===== src/rtl/game_sequencer_pkg.sv =====
// Shared game definitions: FSM state encoding, datapath ALU op codes and
// per-state decode helpers used by the sequencer and the datapath.
package game_sequencer_pkg;

  typedef enum logic [3:0] {
    ST_IDLE       = 4'd0,
    ST_CLEAR      = 4'd1,
    ST_WAIT_FRAME = 4'd2,
    ST_ERASE_B    = 4'd3,
    ST_ERASE_W    = 4'd4,
    ST_UPDATE     = 4'd5,
    ST_DRAW_B     = 4'd6,
    ST_DRAW_W     = 4'd7,
    ST_CHECK      = 4'd8,
    ST_OVER       = 4'd9
  } state_t;

  typedef enum logic [1:0] {
    ALU_CLEAR  = 2'b00,
    ALU_ERASE  = 2'b01,
    ALU_UPDATE = 2'b10,
    ALU_DRAW   = 2'b11
  } alu_op_t;

  localparam logic OBJ_BIRD = 1'b0;
  localparam logic OBJ_WALL = 1'b1;

  // States that issue a datapath op and wait for draw_done.
  function automatic logic is_handshake(input state_t s);
    case (s)
      ST_CLEAR, ST_ERASE_B, ST_ERASE_W, ST_UPDATE, ST_DRAW_B, ST_DRAW_W: return 1'b1;
      default: return 1'b0;
    endcase
  endfunction

  function automatic alu_op_t op_of(input state_t s);
    case (s)
      ST_ERASE_B, ST_ERASE_W: return ALU_ERASE;
      ST_UPDATE:              return ALU_UPDATE;
      ST_DRAW_B, ST_DRAW_W:   return ALU_DRAW;
      default:                return ALU_CLEAR;
    endcase
  endfunction

  function automatic logic obj_of(input state_t s);
    case (s)
      ST_ERASE_W, ST_DRAW_W: return OBJ_WALL;
      default:               return OBJ_BIRD;
    endcase
  endfunction

  function automatic logic plots(input state_t s);
    case (s)
      ST_CLEAR, ST_ERASE_B, ST_ERASE_W, ST_DRAW_B, ST_DRAW_W: return 1'b1;
      default: return 1'b0;
    endcase
  endfunction

  // Two-digit BCD increment; max wraps to 00.
  function automatic logic [7:0] bcd_inc(input logic [7:0] v, input logic [7:0] max);
    logic [7:0] r;
    if (v == max) begin
      r = 8'h00;
    end else if (v[3:0] >= 4'd9) begin
      r = {v[7:4] + 4'd1, 4'd0};
    end else begin
      r = {v[7:4], v[3:0] + 4'd1};
    end
    return r;
  endfunction

endpackage


===== src/rtl/game_sequencer_bcd.sv =====
// Two-digit BCD score register with synchronous clear and wrapping increment.
module bcd_score_counter
  import game_sequencer_pkg::*;
#(
  parameter logic [7:0] SCORE_MAX_BCD = 8'h99
) (
  input  logic       clk,
  input  logic       reset,
  input  logic       clear,
  input  logic       inc,
  output logic [7:0] score
);

  // Score register; clear wins over increment.
  always_ff @(posedge clk) begin
    if (reset) begin
      score <= 8'h00;
    end else if (clear) begin
      score <= 8'h00;
    end else if (inc) begin
      score <= bcd_inc(score, SCORE_MAX_BCD);
    end else begin
      score <= score;
    end
  end

endmodule


===== src/rtl/game_sequencer.sv =====
// Game control FSM: sequences clear/erase/update/draw ops per video frame,
// tracks pending flaps, scores passed walls and flags timing errors.
module game_sequencer
  import game_sequencer_pkg::*;
#(
  parameter int         DRAW_TIMEOUT  = 4095,
  parameter logic [7:0] SCORE_MAX_BCD = 8'h99
) (
  input  logic       clk,
  input  logic       reset,
  input  logic       frame_tick,
  input  logic       flap,
  input  logic       draw_done,
  input  logic       collision,
  input  logic       wall_passed,
  output logic [1:0] alu_select,
  output logic       obj_sel,
  output logic       draw_start,
  output logic       plot_en,
  output logic       flap_apply,
  output logic [7:0] score,
  output logic       game_over,
  output logic       frame_overrun,
  output logic       draw_error
);

  localparam int            TW     = $clog2(DRAW_TIMEOUT + 1);
  localparam logic [TW-1:0] T_LAST = TW'(DRAW_TIMEOUT - 1);

  state_t        state, next_state;
  logic [TW-1:0] tcnt;
  logic          flap_pending;
  logic          op_done, timeout, entering, score_clear, score_inc;
  logic          tick_expected;

  assign entering      = (next_state != state);
  assign tick_expected = (state == ST_WAIT_FRAME) || (state == ST_IDLE) || (state == ST_OVER);

  // State register.
  always_ff @(posedge clk) begin
    if (reset) begin
      state <= ST_IDLE;
    end else begin
      state <= next_state;
    end
  end

  // Next-state logic; a timeout completes the op just like draw_done.
  always_comb begin
    next_state  = state;
    timeout     = 1'b0;
    op_done     = 1'b0;
    score_clear = 1'b0;
    score_inc   = 1'b0;
    if (is_handshake(state)) begin
      timeout = (tcnt == T_LAST) && !draw_done;
      op_done = draw_done || timeout;
    end else begin
      timeout = 1'b0;
      op_done = 1'b0;
    end
    case (state)
      ST_IDLE, ST_OVER: begin
        if (flap) begin
          next_state  = ST_CLEAR;
          score_clear = 1'b1;
        end else begin
          next_state = state;
        end
      end
      ST_CLEAR:      next_state = op_done    ? ST_WAIT_FRAME : state;
      ST_WAIT_FRAME: next_state = frame_tick ? ST_ERASE_B    : state;
      ST_ERASE_B:    next_state = op_done    ? ST_ERASE_W    : state;
      ST_ERASE_W:    next_state = op_done    ? ST_UPDATE     : state;
      ST_UPDATE:     next_state = op_done    ? ST_DRAW_B     : state;
      ST_DRAW_B:     next_state = op_done    ? ST_DRAW_W     : state;
      ST_DRAW_W:     next_state = op_done    ? ST_CHECK      : state;
      ST_CHECK: begin
        if (collision) begin
          next_state = ST_OVER;
        end else begin
          next_state = ST_WAIT_FRAME;
          score_inc  = wall_passed;
        end
      end
      default: next_state = ST_IDLE;
    endcase
  end

  // Registered outputs are decoded from the state being entered, so they
  // line up with the first cycle of that state.
  always_ff @(posedge clk) begin
    if (reset) begin
      draw_start    <= 1'b0;
      alu_select    <= ALU_CLEAR;
      obj_sel       <= OBJ_BIRD;
      plot_en       <= 1'b0;
      game_over     <= 1'b0;
      flap_apply    <= 1'b0;
      flap_pending  <= 1'b0;
      tcnt          <= {TW{1'b0}};
      frame_overrun <= 1'b0;
      draw_error    <= 1'b0;
    end else begin
      draw_start <= entering && is_handshake(next_state);
      alu_select <= op_of(next_state);
      obj_sel    <= obj_of(next_state);
      plot_en    <= plots(next_state);
      game_over  <= (next_state == ST_OVER);
      flap_apply <= entering && (next_state == ST_UPDATE) && (flap_pending || flap);

      if (entering && (next_state == ST_UPDATE)) begin
        flap_pending <= 1'b0;
      end else if (score_clear) begin
        flap_pending <= 1'b0;
      end else if (flap && (state != ST_IDLE) && (state != ST_OVER)) begin
        flap_pending <= 1'b1;
      end else begin
        flap_pending <= flap_pending;
      end

      if (entering) begin
        tcnt <= {TW{1'b0}};
      end else if (is_handshake(state) && (tcnt != T_LAST)) begin
        tcnt <= tcnt + TW'(1);
      end else begin
        tcnt <= tcnt;
      end

      if (frame_tick && !tick_expected) begin
        frame_overrun <= 1'b1;
      end else begin
        frame_overrun <= frame_overrun;
      end

      if (timeout) begin
        draw_error <= 1'b1;
      end else begin
        draw_error <= draw_error;
      end
    end
  end

  bcd_score_counter #(
    .SCORE_MAX_BCD(SCORE_MAX_BCD)
  ) u_score (
    .clk   (clk),
    .reset (reset),
    .clear (score_clear),
    .inc   (score_inc),
    .score (score)
  );

endmodule


===== config.mk =====
export PLATFORM = sky130hd
export DESIGN_NAME = game_sequencer
export DESIGN_NICKNAME = d
export VERILOG_FILES = /design/src/rtl/game_sequencer_pkg.sv /design/src/rtl/game_sequencer_bcd.sv /design/src/rtl/game_sequencer.sv
export SDC_FILE = /design/constraint.sdc
export NUM_CORES = 1
export LEC_CHECK = 0
export BUFFER_PORTS_ARGS = -buffer_cell sky130_fd_sc_hd__buf_2
export CAP_MARGIN = 0
export CORE_ASPECT_RATIO = 0.9
export CORE_MARGIN = 2
export CORE_UTILIZATION = 55
export DETAILED_ROUTE_END_ITERATION = 10
export PLACE_DENSITY = 0.86
export SYNTH_ARGS = -nofsm -noshare
export SYNTH_HDL_FRONTEND = slang
export SYNTH_SLANG_ARGS = --single-unit

===== constraint.sdc =====
create_clock -name clk -period 2.3 [get_ports clk]
set_clock_uncertainty 0.05 [all_clocks]
set_input_delay 0.345 -clock clk [delete_from_list [all_inputs] [get_ports clk]]
set_output_delay 0.345 -clock clk [all_outputs]
set_load 0.005 [all_outputs]

# Yosys cells after proc, flatten, opt, wreduce, memory -nomap -nowiden
# Cells that the tools add are included.
[word_totals] reg_bits=34 latchBits=0 mem_bits_rw=0 rom_bits=0 in_bits=7 output_inout_bits=17 elab_cells=92 n_memories=0
[op_classes] addsub=3 n_mul=0 n_div=0 order_cmp=1 eq_ne=21 shift=0 n_mux=26 bitwise=0 reduce_logical=28
[op_table] operator="$mux 4" n=9
[op_table] operator="$pmux 4 s9" n=1
[op_table] operator="$eq 4x3->1 const B" n=8
[op_table] operator="$mux 8" n=2
[op_table] operator="$mux 1" n=13
[op_table] operator="$add 12x1->12 const B" n=1
[op_table] operator="$eq 12x12->1 const B" n=1
[op_table] operator="$eq 4x2->1 const B" n=3
[op_table] operator="$eq 4x4->1 const B" n=3
[op_table] operator="$ne 12x12->1 const B" n=1
[op_table] operator="$reduce_or 2->1" n=6
[op_table] operator="$reduce_or 6->1" n=2
[op_table] operator="$add 4x1->4 const B" n=2
[op_table] operator="$eq 4x1->1 const B" n=2
[op_table] operator="$eq 8x8->1 const B" n=1
[op_table] operator="$logic_and 1x1->1" n=8
[op_table] operator="$pmux 2 s3" n=1
[op_table] operator="$reduce_or 5->1" n=1
[op_table] operator="$ge 4x4->1 const B" n=1
[op_table] operator="$logic_not 4->1" n=1
[op_table] operator="$logic_or 1x1->1" n=4
[op_table] operator="$ne 4x4->1" n=1
[op_table] operator="$ne 4x4->1 const B" n=1
[op_table] operator="$reduce_bool 4->1" n=1
[op_table] operator="4 further kinds" n=5

# Longest topological paths before layout
[depth] word_depth=11 mapped_depth=8 mapped_depth_nobuf=7

# By module
# Synthesis repeated with hierarchy kept, for this count alone.
[unflattened] cells_unflattened=210 hier_area_um2=1870.5
[by_module_without_submodules] module="game_sequencer" instances=1 cells_per_inst=156 area_per_inst_um2=1398.8 seq_area_each_um2=520.5
[by_module_without_submodules] module="bcd_score_counter" instances=1 cells_per_inst=54 area_per_inst_um2=471.7 seq_area_each_um2=160.2

# Least setup slack after synthesis
# OpenSTA, ideal clock, no wires.
[synth_timing] path_kind="reg-to-reg" from="register tcnt[0]" to="register plot_en" setup_time_ns=0.103 t_arrival_ns=1.788 required_time_ns=2.147 path_slack_ns=0.358 stages_incl_launch_ff=8 path_buffers=0 period_less_slack_ns=1.942 path_cell_list="dfxtp_1 > inv_1 > ha_1 > and3_1 > a31o_4 > and3_4 > o22a_1 > a2111oi_2"
[synth_between] elab_chain_len=9 word_cells_on_any_way=18 cone_classes="eq/ne (6); mux (9); reduce/logical (3)"
[synth_rtl] element="from (decl)" line_no="game_sequencer.sv:31" source="logic [TW-1:0] tcnt;"
[synth_rtl] element="from (signal assigned)" line_no="game_sequencer.sv:101" source="tcnt <= {TW{1'b0}};"
[synth_rtl] element="from (signal assigned)" line_no="game_sequencer.sv:123" source="tcnt <= {TW{1'b0}};"
[synth_rtl] element="from (signal assigned)" line_no="game_sequencer.sv:125" source="tcnt <= tcnt + TW'(1);"
[synth_rtl] element="$eq 12x12->1 *" line_no="game_sequencer.sv:56" source="timeout = (tcnt == T_LAST) && !draw_done;"
[synth_rtl] element="$logic_and 1x1->1 *" line_no="game_sequencer.sv:56"
[synth_rtl] element="$logic_or 1x1->1 *" line_no="game_sequencer.sv:57" source="op_done = draw_done || timeout;"
[synth_rtl] element="$mux 1 *" line_no="game_sequencer.sv:55" source="if (is_handshake(state)) begin"
[synth_rtl] element="$mux 4 (tied with other cells)" line_no="game_sequencer.sv:77" source="ST_DRAW_W: next_state = op_done ? ST_CHECK : state;"
[synth_rtl] element="$pmux 4 s9 *" line_no="game_sequencer.sv:62" source="case (state)"
[synth_rtl] element="$eq 4x1->1 (tied with other cells)" line_no="game_sequencer_pkg.sv:53" source="case (s)"
[synth_rtl] element="$reduce_or 5->1 *" line_no="game_sequencer_pkg.sv:53"
[synth_rtl] element="$mux 1 *" line_no="game_sequencer_pkg.sv:53"
[synth_rtl] element="to (signal assigned)" line_no="game_sequencer.sv:108" source="plot_en <= plots(next_state);"
[synth_rtl] element="to (decl)" line_no="game_sequencer.sv:19" source="output logic plot_en,"
# Mark *: on every way between the ends. The rest lies on a longest branch, timed or not.
# A chain may end at the register's enable or synchronous reset.

# Worst setup path after layout
# Same ends and word-level chain as after synthesis.

==> results.tsv <==
stage	metric	value	unit
status	run_status	finished clean	
routing	vias	1576	
worst_setup_path	startpoint_type	register	
worst_setup_path	critPathLaunch	tcnt[0]	
timing	fin_crit_sh	0.926	
floorplan	dieArea	0.00366	mm^2
timing	period_minus_slack	2.13	ns
floorplan	initial_core_util	0.577	
synth	synth_top_area_share	0.388	
routing	drt_iter0_markers	128	
clock_network	cts_buffers	5	
worst_setup_path	cp.buffers_inverters	1	
placed_design	gp_congestion	0.865	
global_routing	grt_overflow	0	
final_layout	nets	251	
routing	routed.top_layer	met4	
synth	netlist_top_cells_area	dfxtp_1, nor2_1, ha_1, a21oi_1, nand2_1	
global_routing	grt_max_degree	13	
final_layout	final_cells	280	
clock_network	cts.clk_slew.worst_paths	0.10	ns
synth	ys_seq_area_frac	0.388	
timing	hold_viol_final	0	
timing	setup_violations	0	
worst_setup_path	slowest_stage	a2111oi_0	
synth	ys_warn_count	0	
global_routing	grt_pass1_vias	1407	
synth	syn_inst	208	
final_layout	area_growth	13.6	%
global_routing	antenna_found_initial	0	
timing	slew_headroom	0.599	
final_layout	fillers	277	
floorplan	core-area	0.00304	mm^2
routing	drt-pass1-iter-count	4	
routing	met1_length	1.73	mm
worst_setup_path	critPathTopFamily	compound AO/OA/AOI/OAI gates	
clock_network	cts_setup_buffers	0	
worst_hold_path	hp-start	frame_tick	
clock_network	cts_buffer_depth	2	
worst_hold_path	worstHoldPathType	input pin to register	
placed_design	post-dp-hpwl	2.65	mm
final_layout	drive_gt1_frac	0.193	
timing	worst_pin_slew	0.601	ns
routing	vias_per_cell	5.63	
floorplan	fp.dieW	63.6	um
synth	syn_avg_cell_area	8.44	um^2
clock_network	cts_root_buf	clkbuf_4	
routing	drcViolationCount	0	
placed_design	numPortBuffers	23	
routing	ant_nets	0	
worst_setup_path	r2r_start	tcnt[0]	
worst_setup_path	critPathKind	register to register	
job	cap_viol_max_count	0	
power	power.density	561	mW/mm^2
power	p_sw_frac	0.267	
timing	slew_violations	0	
routing	drt-total-wl	3.59	mm
clock_network	cts_resized	0	
power	vdd_ir_drop_max	0.441	mV
synth	synthTopCellsByCount	dfxtp_1, nor2_1, nand2_1	
timing	rsz0062_at_grt	false	
synth	synth_top_area_cell	dfxtp_1	
worst_setup_path	cp_data_required_time	2.47	ns
global_routing	grt_first_pass_wirelength	6.01	mm
power	intPower	0.000821	W
routing	wl_per_cell	12.8	um
synth	synth_edf_count	0	
power	clkPwrFrac	0.305	
floorplan	die_h	57.6	um
synth	syn_nets	222	
placed_design	place_inst	272	
worst_setup_path	worstPathCellList	inv_1, ha_1, and3_1, a31o_4, a2111oi_0, o22a_1, a2111oi_2	
floorplan	ioPinCount	24	
floorplan	rows	19	
synth	synth_seq_cells	34	
power	power.switching	0.000299	W
routing	dr_wl_met2	1.65	mm
final_layout	fin_util	0.655	
clock_network	cts_max_level	2	
synth	synth_ff_type	dfxtp_1	
synth	yosysUniqueCellTypes	51	
clock_network	holdBufCountCts	0	
synth	yosysMostFrequentCell	dfxtp_1	
clock_network	clock-sinks	34	
power	leakagePower	0.783	nW
power	p_comb_frac	0.142	
worst_setup_path	end_kind	register	
final_layout	insertedDiodeCount	0	
clock_network	clk_latency	0.33	ns
power	sequentialPowerShare	0.553	
global_routing	grt_use_total	0.208	
placed_design	dp_slack	0.178	ns
synth	async_flop_share	0	
worst_setup_path	cp_max_fo	7	
timing	fmax	470	MHz
clock_network	cts_tree	done	
timing	fin_ws	0.171	ns
timing	fin_setup_tns	0	ns
worst_setup_path	cpPeakStageDelay	0.50	ns
synth	syn_area	0.00176	mm^2
routing	dr_wl_met3	168	um
worst_setup_path	crit_arrival	2.30	ns
[placed cells by master (no fill, tap or decap), drive strengths merged, types with 4 or more instances in the layout]
master  instances
buf            30
nor2           32
clkbuf          7
a21oi          13
xnor2           6
nor4            4
xor2            5
o21ai           8
nand2b          5
nand2          15
inv            11
dfxtp          34
nor3            8
ha              7
nand4           5
nand3           6
a31oi           4
and3            4
[power by group through the flow]
stage / Clock [W] / Combinational [W] / Sequential [W]
CTS: 0.000353 / 0.000158 / 0.000619
floorplan: 0 / 0.000107 / 0.000631
finish: 0.000341 / 0.000159 / 0.000619
global route: 0.000372 / 0.000176 / 0.000622
detailed placement: 0 / 0.000156 / 0.000633
global placement: 0 / 0.000154 / 0.000632
[per-layer routing]
metal	global-route usage	vias to the layer above
met3	0.0552	5
met2	0.341	44
met4	0.0652	0
li1	-	803
met5	0	-
met1	0.269	724
[final timing paths]
kind                                       to  slack [ns]  depth (start not counted)
worst max register to register        plot_en        0.17                          7
worst max-delay path                  plot_en        0.17                          7
worst min-delay path            frame_overrun        0.26                          3
worst min register to register  frame_overrun        0.40                          2
[metrics by stage]
| step | total power (W) | hold slack, ns | cell area, um^2 |
|---|---|---|---|
| after floorplan | 0.000738 | 0.392 | 1760 |
| after global placement | 0.000787 | 0.379 | 1930 |
| after detailed placement | 0.000789 | 0.390 | 1930 |
| after CTS | 0.00113 | 0.242 | 1990 |
| after global routing | 0.00117 | 0.255 | 1990 |
| final | 0.00112 | 0.259 | 1990 |
[worst register-to-register path, delay by kind of cell (launching register included)]
kind,cells,cell delay (ns)
AO/OA/AOI/OAI,4,1.08
flip-flops,1,0.40
AND/OR/NAND/NOR,1,0.24
adder cells (fa/ha/maj),1,0.20
buffers and inverters,1,0.06
[cell type report]
class                           instances  area [um^2]  share of cell area
Tap cell                               42         52.6              0.0263
Clock buffer                            7         55.1              0.0276
Sequential cell                        34          681               0.341
Clock inverter                          1         5.00             0.00251
Timing Repair Buffer                   30          168              0.0841
Inverter                               11         41.3              0.0207
Multi-Input combinational cell        155          992               0.497
[registers in the layout, summed over array words and instances (netlist names)]
signal         cells
alu_select         2
draw_error         1
draw_start         1
flap_apply         1
flap_pending       1
frame_overrun      1
game_over          1
obj_sel            1
plot_en            1
state              4
tcnt              12
u_score.score      8
[cell families (layout without fill, tap and decap cells)]
kind of cell             after synthesis  after routing  synth area share
AND/OR/NAND/NOR                       91             91             0.267
AO/OA/AOI/OAI                         45             45             0.187
flip-flops                            34             34             0.388
buffers and inverters                 19             49            0.0470
XOR/XNOR                              11             11            0.0549
adder cells (fa/ha/maj)                7              7            0.0499
multiplexers                           1              1           0.00641
Note: power is estimated with default switching activity, not from simulation.
